--- config.mk ---
export PLATFORM = sky130hd
export DESIGN_NAME = alu_operand_stage
export DESIGN_NICKNAME = d
export VERILOG_FILES = /design/src/rtl/alu_operand_stage.sv
export SDC_FILE = /design/constraint.sdc
export NUM_CORES = 1
export LEC_CHECK = 0
export CAP_MARGIN = 20
export CORE_ASPECT_RATIO = 0.6
export CORE_UTILIZATION = 45
export DETAILED_ROUTE_END_ITERATION = 12
export PLACE_DENSITY = 0.76
export SLEW_MARGIN = 20
export SYNTH_ARGS = -nofsm -noshare
export SYNTH_HDL_FRONTEND = slang
export SYNTH_SLANG_ARGS = --single-unit
--- constraint.sdc ---
create_clock -name clk -period 5.5 [get_ports clk]
set_input_delay 0.55 -clock clk [delete_from_list [all_inputs] [get_ports clk]]
set_output_delay 0.55 -clock clk [all_outputs]
set_load 0.02 [all_outputs]
--- src/rtl/alu_operand_stage.sv ---
// rtl/alu_operand_stage.sv - RV32I OP/OP-IMM/LUI/AUIPC decode into ALU operands with 2-entry skid buffer
module alu_operand_stage #(
  parameter int width = 32
) (
  input  logic             clk,
  input  logic             rst,
  input  logic             in_valid,
  output logic             in_ready,
  input  logic [31:0]      in_instr,
  input  logic [width-1:0] in_pc,
  input  logic [width-1:0] in_rs1,
  input  logic [width-1:0] in_rs2,
  output logic             out_valid,
  input  logic             out_ready,
  output logic [3:0]       out_opcode,
  output logic [width-1:0] out_a,
  output logic [width-1:0] out_b,
  output logic [4:0]       out_rd,
  output logic             out_wen,
  output logic             out_illegal
);

  localparam logic [6:0] major_op     = 7'b0110011;
  localparam logic [6:0] major_op_imm = 7'b0010011;
  localparam logic [6:0] major_lui    = 7'b0110111;
  localparam logic [6:0] major_auipc  = 7'b0010111;

  localparam logic [6:0] funct7_zero = 7'h00;
  localparam logic [6:0] funct7_alt  = 7'h20;

  // Instruction fields
  logic [6:0] major;
  logic [2:0] f3;
  logic       b30;
  logic [6:0] funct7;
  logic [4:0] rd_field;

  assign major    = in_instr[6:0];
  assign f3       = in_instr[14:12];
  assign b30      = in_instr[30];
  assign funct7   = in_instr[31:25];
  assign rd_field = in_instr[11:7];

  // The rs1/rs2 register specifiers are resolved upstream; only their values arrive here.
  logic unused_rs_fields;
  assign unused_rs_fields = &{1'b0, in_instr[19:15]};

  // Decoded entry, before registering
  logic [3:0]       dec_opcode;
  logic [width-1:0] dec_a;
  logic [width-1:0] dec_b;
  logic             dec_legal;
  logic             dec_wen;

  logic [width-1:0] imm_i;
  logic [width-1:0] imm_u;
  logic [width-1:0] shamt;

  assign imm_i = width'($signed(in_instr[31:20]));
  assign imm_u = width'($signed({in_instr[31:12], 12'h000}));
  assign shamt = width'(in_instr[24:20]);

  // Combinational decode of the presented instruction
  always_comb begin
    dec_opcode = 4'b0000;
    dec_a      = '0;
    dec_b      = '0;
    dec_legal  = 1'b0;
    unique case (major)
      major_op: begin
        dec_opcode = {f3, b30};
        dec_a      = in_rs1;
        dec_b      = in_rs2;
        // Only ADD/SUB and SRL/SRA have an alternate (0x20) encoding
        dec_legal  = (funct7 == funct7_zero) ||
                     ((funct7 == funct7_alt) && ((f3 == 3'b000) || (f3 == 3'b101)));
      end
      major_op_imm: begin
        dec_a = in_rs1;
        if ((f3 == 3'b001) || (f3 == 3'b101)) begin
          dec_opcode = {f3, b30};
          dec_b      = shamt;
          if (f3 == 3'b001) begin
            dec_legal = (funct7 == funct7_zero);
          end else begin
            dec_legal = (funct7 == funct7_zero) || (funct7 == funct7_alt);
          end
        end else begin
          // b30 belongs to the immediate here, so ADDI must never turn into SUB
          dec_opcode = {f3, 1'b0};
          dec_b      = imm_i;
          dec_legal  = 1'b1;
        end
      end
      major_lui: begin
        dec_opcode = 4'b0000;
        dec_a      = '0;
        dec_b      = imm_u;
        dec_legal  = 1'b1;
      end
      major_auipc: begin
        dec_opcode = 4'b0000;
        dec_a      = in_pc;
        dec_b      = imm_u;
        dec_legal  = 1'b1;
      end
      default: begin
        dec_opcode = 4'b0000;
        dec_a      = '0;
        dec_b      = '0;
        dec_legal  = 1'b0;
      end
    endcase
  end

  assign dec_wen = dec_legal && (rd_field != 5'd0);

  // Pipeline storage: main register drives the outputs, skid catches one entry under stall
  logic             main_valid;
  logic             skid_valid;
  logic [3:0]       skid_opcode;
  logic [width-1:0] skid_a;
  logic [width-1:0] skid_b;
  logic [4:0]       skid_rd;
  logic             skid_wen;
  logic             skid_illegal;

  logic in_fire;
  logic main_load;
  logic skid_valid_nxt;

  assign in_fire   = in_valid && in_ready;
  // Main may be replaced when empty or when its current entry leaves this cycle
  assign main_load = !main_valid || out_ready;
  // Skid always drains into main when main can load; otherwise it captures any accepted input
  assign skid_valid_nxt = main_load ? 1'b0 : (skid_valid || in_fire);

  assign out_valid = main_valid;

  // Main register: refill from skid first to keep FIFO order, else from decode
  always_ff @(posedge clk or posedge rst) begin
    if (rst) begin
      main_valid  <= 1'b0;
      out_opcode  <= 4'b0000;
      out_a       <= '0;
      out_b       <= '0;
      out_rd      <= 5'd0;
      out_wen     <= 1'b0;
      out_illegal <= 1'b0;
    end else if (main_load) begin
      if (skid_valid) begin
        main_valid  <= 1'b1;
        out_opcode  <= skid_opcode;
        out_a       <= skid_a;
        out_b       <= skid_b;
        out_rd      <= skid_rd;
        out_wen     <= skid_wen;
        out_illegal <= skid_illegal;
      end else if (in_fire) begin
        main_valid  <= 1'b1;
        out_opcode  <= dec_opcode;
        out_a       <= dec_a;
        out_b       <= dec_b;
        out_rd      <= rd_field;
        out_wen     <= dec_wen;
        out_illegal <= !dec_legal;
      end else begin
        main_valid <= 1'b0;
      end
    end
  end

  // Skid register: holds an entry accepted while main is occupied and stalled
  always_ff @(posedge clk or posedge rst) begin
    if (rst) begin
      skid_valid   <= 1'b0;
      skid_opcode  <= 4'b0000;
      skid_a       <= '0;
      skid_b       <= '0;
      skid_rd      <= 5'd0;
      skid_wen     <= 1'b0;
      skid_illegal <= 1'b0;
    end else begin
      skid_valid <= skid_valid_nxt;
      if (!main_load && in_fire) begin
        skid_opcode  <= dec_opcode;
        skid_a       <= dec_a;
        skid_b       <= dec_b;
        skid_rd      <= rd_field;
        skid_wen     <= dec_wen;
        skid_illegal <= !dec_legal;
      end
    end
  end

  // Registered ready: mirrors the next skid occupancy so it never depends on out_ready combinationally
  always_ff @(posedge clk or posedge rst) begin
    if (rst) begin
      in_ready <= 1'b1;
    end else begin
      in_ready <= !skid_valid_nxt;
    end
  end

endmodule
# After elaboration in Yosys (flattened, before gate mapping)
# Cells that the tools add are included.
# W data, S select, Z words.
word_totals:
  regBits: 153
  inputBits: 132
  output_inout_bits: 77
  word_cells: 66
op_classes:
  n_eq_ne: 7
  mux: 23
  reduce_logical: 21
op_table:
  columns: ["op", "count"]
  rows:
  - ["$mux W32", 5]
  - ["$pmux W32 S3", 1]
  - ["$pmux W32 S2", 1]
  - ["$eq A7 B6 Y1 const B", 3]
  - ["$eq A7 B5 Y1 const B", 2]
  - ["$mux W1", 10]
  - ["$mux W5", 2]
  - ["$mux W4", 2]
  - ["$pmux W4 S2", 1]
  - ["$logic_not A7 Y1", 1]
  - ["$logic_or A1 B1 Y1", 6]
  - ["$reduce_bool A5 Y1", 1]
  - ["$logic_and A1 B1 Y1", 4]
  - ["$logic_not A1 Y1", 4]
  - ["$reduce_or A2 Y1", 2]
  - ["$eq A3 B1 Y1 const B", 1]
  - ["$eq A3 B3 Y1 const B", 1]
  - ["$logic_not A3 Y1", 1]
  - ["$pmux W1 S3", 1]
  - ["$reduce_and A2 Y1", 1]
  - ["$reduce_bool A2 Y1", 1]

# Longest topological paths before layout
logic_depth:
  word_depth: 8
  depth_mapped: 8
  ltp_nobuf: 5

# Least setup slack after synthesis
# OpenSTA, ideal clock, no wires.
synth_path:
  path_type: "input to register"
  startpoint: "input in_instr[6]"
  endpoint: "register out_wen"
  arrival_time_ns: 1.658
  setup_slack_ns: 3.739
  path_stages: 6
  path_cell_list: "nand4b_4 or2_1 buf_2 buf_6 or2_1 o41ai_2"
synth_between:
  elab_chain_cells: 6
synth_rtl:
  columns: ["element", "line_no", "rtl"]
  rows:
  - ["start, declared", "9", "input logic [31:0] in_instr,"]
  - ["$eq A7 B5 Y1 or $eq A7 B6 Y1 (tied branches)", "69", "unique case (major)"]
  - ["$reduce_or A2 Y1 (no line)", null, null]
  - ["$pmux W1 S3 *", "69", null]
  - ["$logic_and A1 B1 Y1 *", "116", "assign dec_wen = dec_legal && (rd_field != 5'd0);"]
  - ["$mux W1 *", "159", "end else if (in_fire) begin"]
  - ["$mux W1 *", "151", "if (skid_valid) begin"]
  - ["end signal, assigned", "157", "out_wen <= skid_wen;"]
  - ["end signal, assigned", "165", "out_wen <= dec_wen;"]
  - ["end, declared", "19", "output logic out_wen,"]
# Every way passes the cells marked *; elsewhere a longest branch is shown, timed or not. The select of a mux whose other input is x is not followed.
# A chain may end at the register's enable or synchronous reset.

# Worst setup path in the final report
layout_path:
  startpoint: "register skid_valid"
  endpoint: "register out_b[2]"
layout_between:
  elab_chain_cells: 2
layout_rtl:
  columns: ["element", "line_no", "rtl"]
  rows:
  - ["start, declared", "120", "logic skid_valid;"]
  - ["start signal, assigned", "184", "skid_valid <= skid_valid_nxt;"]
  - ["$reduce_bool A2 Y1 (no line)", null, null]
  - ["$reduce_and A2 Y1 (no line)", null, null]
  - ["end signal, assigned", "155", "out_b <= skid_b;"]
  - ["end, declared", "17", "output logic [width-1:0] out_b,"]
# Parallel ways exist; a longest one is shown, timed or not.

==> flow_summary.ini <==
[sta]
finalCritPeriodShare_pct = 50.3
finalHoldViolCount = 0
timing.slew.headroom_pct = 32.1
rsz0062_at_grt = no
maxClockFrequency_ghz = 0.361
period_needed_ns = 2.77
final.setup.tns_ns = 0
drv_slew = 0
setup_ws_ns = 2.73
skew_ns = 0.0145
tightest_slew_ns = 1.02
finalSetupViolCount = 0

[routing]
drc = 0
finalWirelength_mm = 19.9
first_iter_violations = 587
dr.pass1.iters = 5
drt-vias-per-instance = 5.40
final_antenna_net_count = 0
wl_per_cell_um = 16.7
dr_total_vias = 6434

[setup_path]
r2r_cells = 5
worst_setup_path_start_kind = flip-flop
r2r-start = skid_valid
path_max_fanout = 70
end_kind = flip-flop
cp_slowest_cell = nor2_2
crit_path_cell_trace = buf_4 -> a21oi_1 -> nor2_2 -> nor2_1 -> a21oi_1
cp_common_cell = a21oi_1
crit_path_max_incr_delay_ns = 0.80
path_class = reg2reg
cp.required_ns = 5.82
reg2reg_to = out_b[2]
worstPathArrival_ns = 3.09
rrSetupSlack_ns = 2.73

[cts]
cts_tree = done
postCtsHoldBufs = 0
clock-sinks = 153
clk_latency_ns = 0.41
h-tree-depth = 4
cts_buffers = 17
cts_resized = 0
cts_setup_buffers = 0
path_clk_slew_ns = 0.07
clock_path_buffers = 2
cts_root_buf = clkbuf_16

[worst_hold_path]
min_from = skid_b[25]
whs_path_depth = 2
hold-path-endpoint = skid_b[25]
hp-class = reg2reg

[power]
cellLeakagePower_nw = 4.18
power_density_nw_per_um2 = 297
vdd_drop_max_v = 0.000193

[synth]
async_reset_ff_share_pct = 100
yosysTopAreaCell = dfrtp_1
synth_area_um2 = 7350
yosysSeqAreaShare_pct = 52.1
synth.most_common_cell = dfrtp_1
post_synth.cell_area_avg_um2 = 9.02
synth_edf_count = 0
synth_cell_types = 38
synth_top_area_share_pct = 51.7
synth_commonest_cells = dfrtp_1, nand2_1, a21oi_1
ys_seq_elements = 153
synthTopCellsByArea = dfrtp_1, nand2_1, a21oi_1
synthCells = 815
yosys_warnings = 0
synth_fp_nets = 947
synth_ff_type = dfrtp_1

[placed_design]
dp_slack_ns = 2.16
dp_hpwl_mm = 13.3
portBuffers = 208
place.gp.congestion = 0.847

[die]
core_um2 = 15600
pin_count = 209
initial_core_util_pct = 47.0
die_w_um = 167
die_y_um = 101
dieArea_um2 = 16900
row_count = 35

[global_routing]
grt_pass1_wl_mm = 31.6
grt_pass1_vias = 5860
overflow = 0
antenna_found_initial = 0
grtUsageTotal_pct = 24.0
grt_start_max_net_pins = 109

[final_layout]
regArea_um2 = 3830
final_net_count = 1108
multi_input_area_um2 = 3150
n_antenna_cell = 0
fillers = 1325
syn_to_final_growth_pct = 36.6
fin_util_pct = 64.2
drive_gt1_share_pct = 5.76

[run]
cap_violations = 0

[status]
status = completed
## state kept, by name (all words and copies together) (netlist names)
| register | flops |
|---|---|
| skid_illegal | 1 |
| in_ready | 1 |
| skid_rd | 5 |
| out_b | 32 |
| skid_a | 32 |
| skid_opcode | 4 |
| out_opcode | 4 |
| out_valid | 1 |
| out_illegal | 1 |
| skid_valid | 1 |
| skid_b | 32 |
| out_rd | 5 |
| out_wen | 1 |
| out_a | 32 |
| skid_wen | 1 |
## cell families after synthesis
logic type | share of synthesized area, %
XOR/XNOR | 0.119
AO/OA/AOI/OAI | 23.3
multiplexers | 2.13
buffers and inverters | 5.48
flip-flops | 52.1
AND/OR/NAND/NOR | 16.8
## layout by cell type (no fill, tap or decap), types with 4 or more instances in the layout
cell / synthesis / final
clkbuf_16: 0 / 17
mux2_2: 5 / 5
o21ai_0: 76 / 76
clkdlybuf4s50_1: 0 / 206
mux2i_1: 10 / 10
a221o_1: 19 / 19
o21ai_1: 24 / 24
nor2b_1: 35 / 34
dfrtp_1: 152 / 151
or3_1: 4 / 4
inv_6: 0 / 5
and3_1: 21 / 21
a21oi_1: 108 / 108
clkinvlp_4: 0 / 5
nor2_1: 10 / 9
nor3_1: 37 / 37
inv_1: 21 / 20
nand2_1: 145 / 144
o31ai_1: 45 / 45
o21a_1: 10 / 10
buf_4: 1 / 7
## metrics by stage
step           std cells  hold WS [ns]  total power, W  area [µm²]
6_report            1192         0.471         0.00298       10000
5_1_grt             1192         0.490         0.00310       10000
4_1_cts             1192         0.476         0.00300       10000
3_5_place_dp        1160         0.463         0.00184        9440
3_3_place_gp        1160         0.456         0.00182        9440
2_1_floorplan        815         0.441         0.00156        7350
## area by class of cell
class | count | area share, %
clock inverter | 12 | 1.41
clock buffer | 20 | 4.45
inverter | 21 | 0.835
tap | 203 | 2.53
sequential | 153 | 38.2
multi-input combinational | 568 | 31.4
timing repair buffer | 215 | 21.2
## report_power, final
part | leakage (nW) | total (W) | switching, W | internal [W]
sequential | 2.07 | 0.00126 | 0.0000575 | 0.00120
combinational | 1.83 | 0.000558 | 0.000311 | 0.000247
clock | 0.270 | 0.00116 | 0.000475 | 0.000687
## layer usage
metal	vias to the layer above	global-route usage, %	routed length, µm
li1	3179	-	-
met1	3023	34.9	9860
met5	-	0	0
met2	220	35.8	8400
met3	12	6.28	1510
met4	0	5.20	133
## worst max-delay path by stage
stage                     from            end  slack (ns)
finish              skid_valid       out_b[2]        2.73
detailed placement   out_ready       out_b[5]        2.16
floorplan                  rst       out_a[0]        0.83
global placement     out_ready  out_opcode[2]        2.31
CTS                  out_ready       out_b[5]        2.58
global route        skid_valid       out_b[2]        2.50
## worst max-delay path, delay by kind of cell (launching register included)
family                 cells  cell delay, ns
AND/OR/NAND/NOR            2            0.90
flip-flops                 1            0.78
AO/OA/AOI/OAI              2            0.31
buffers and inverters      1            0.66
(Power assumes the default switching activity.)
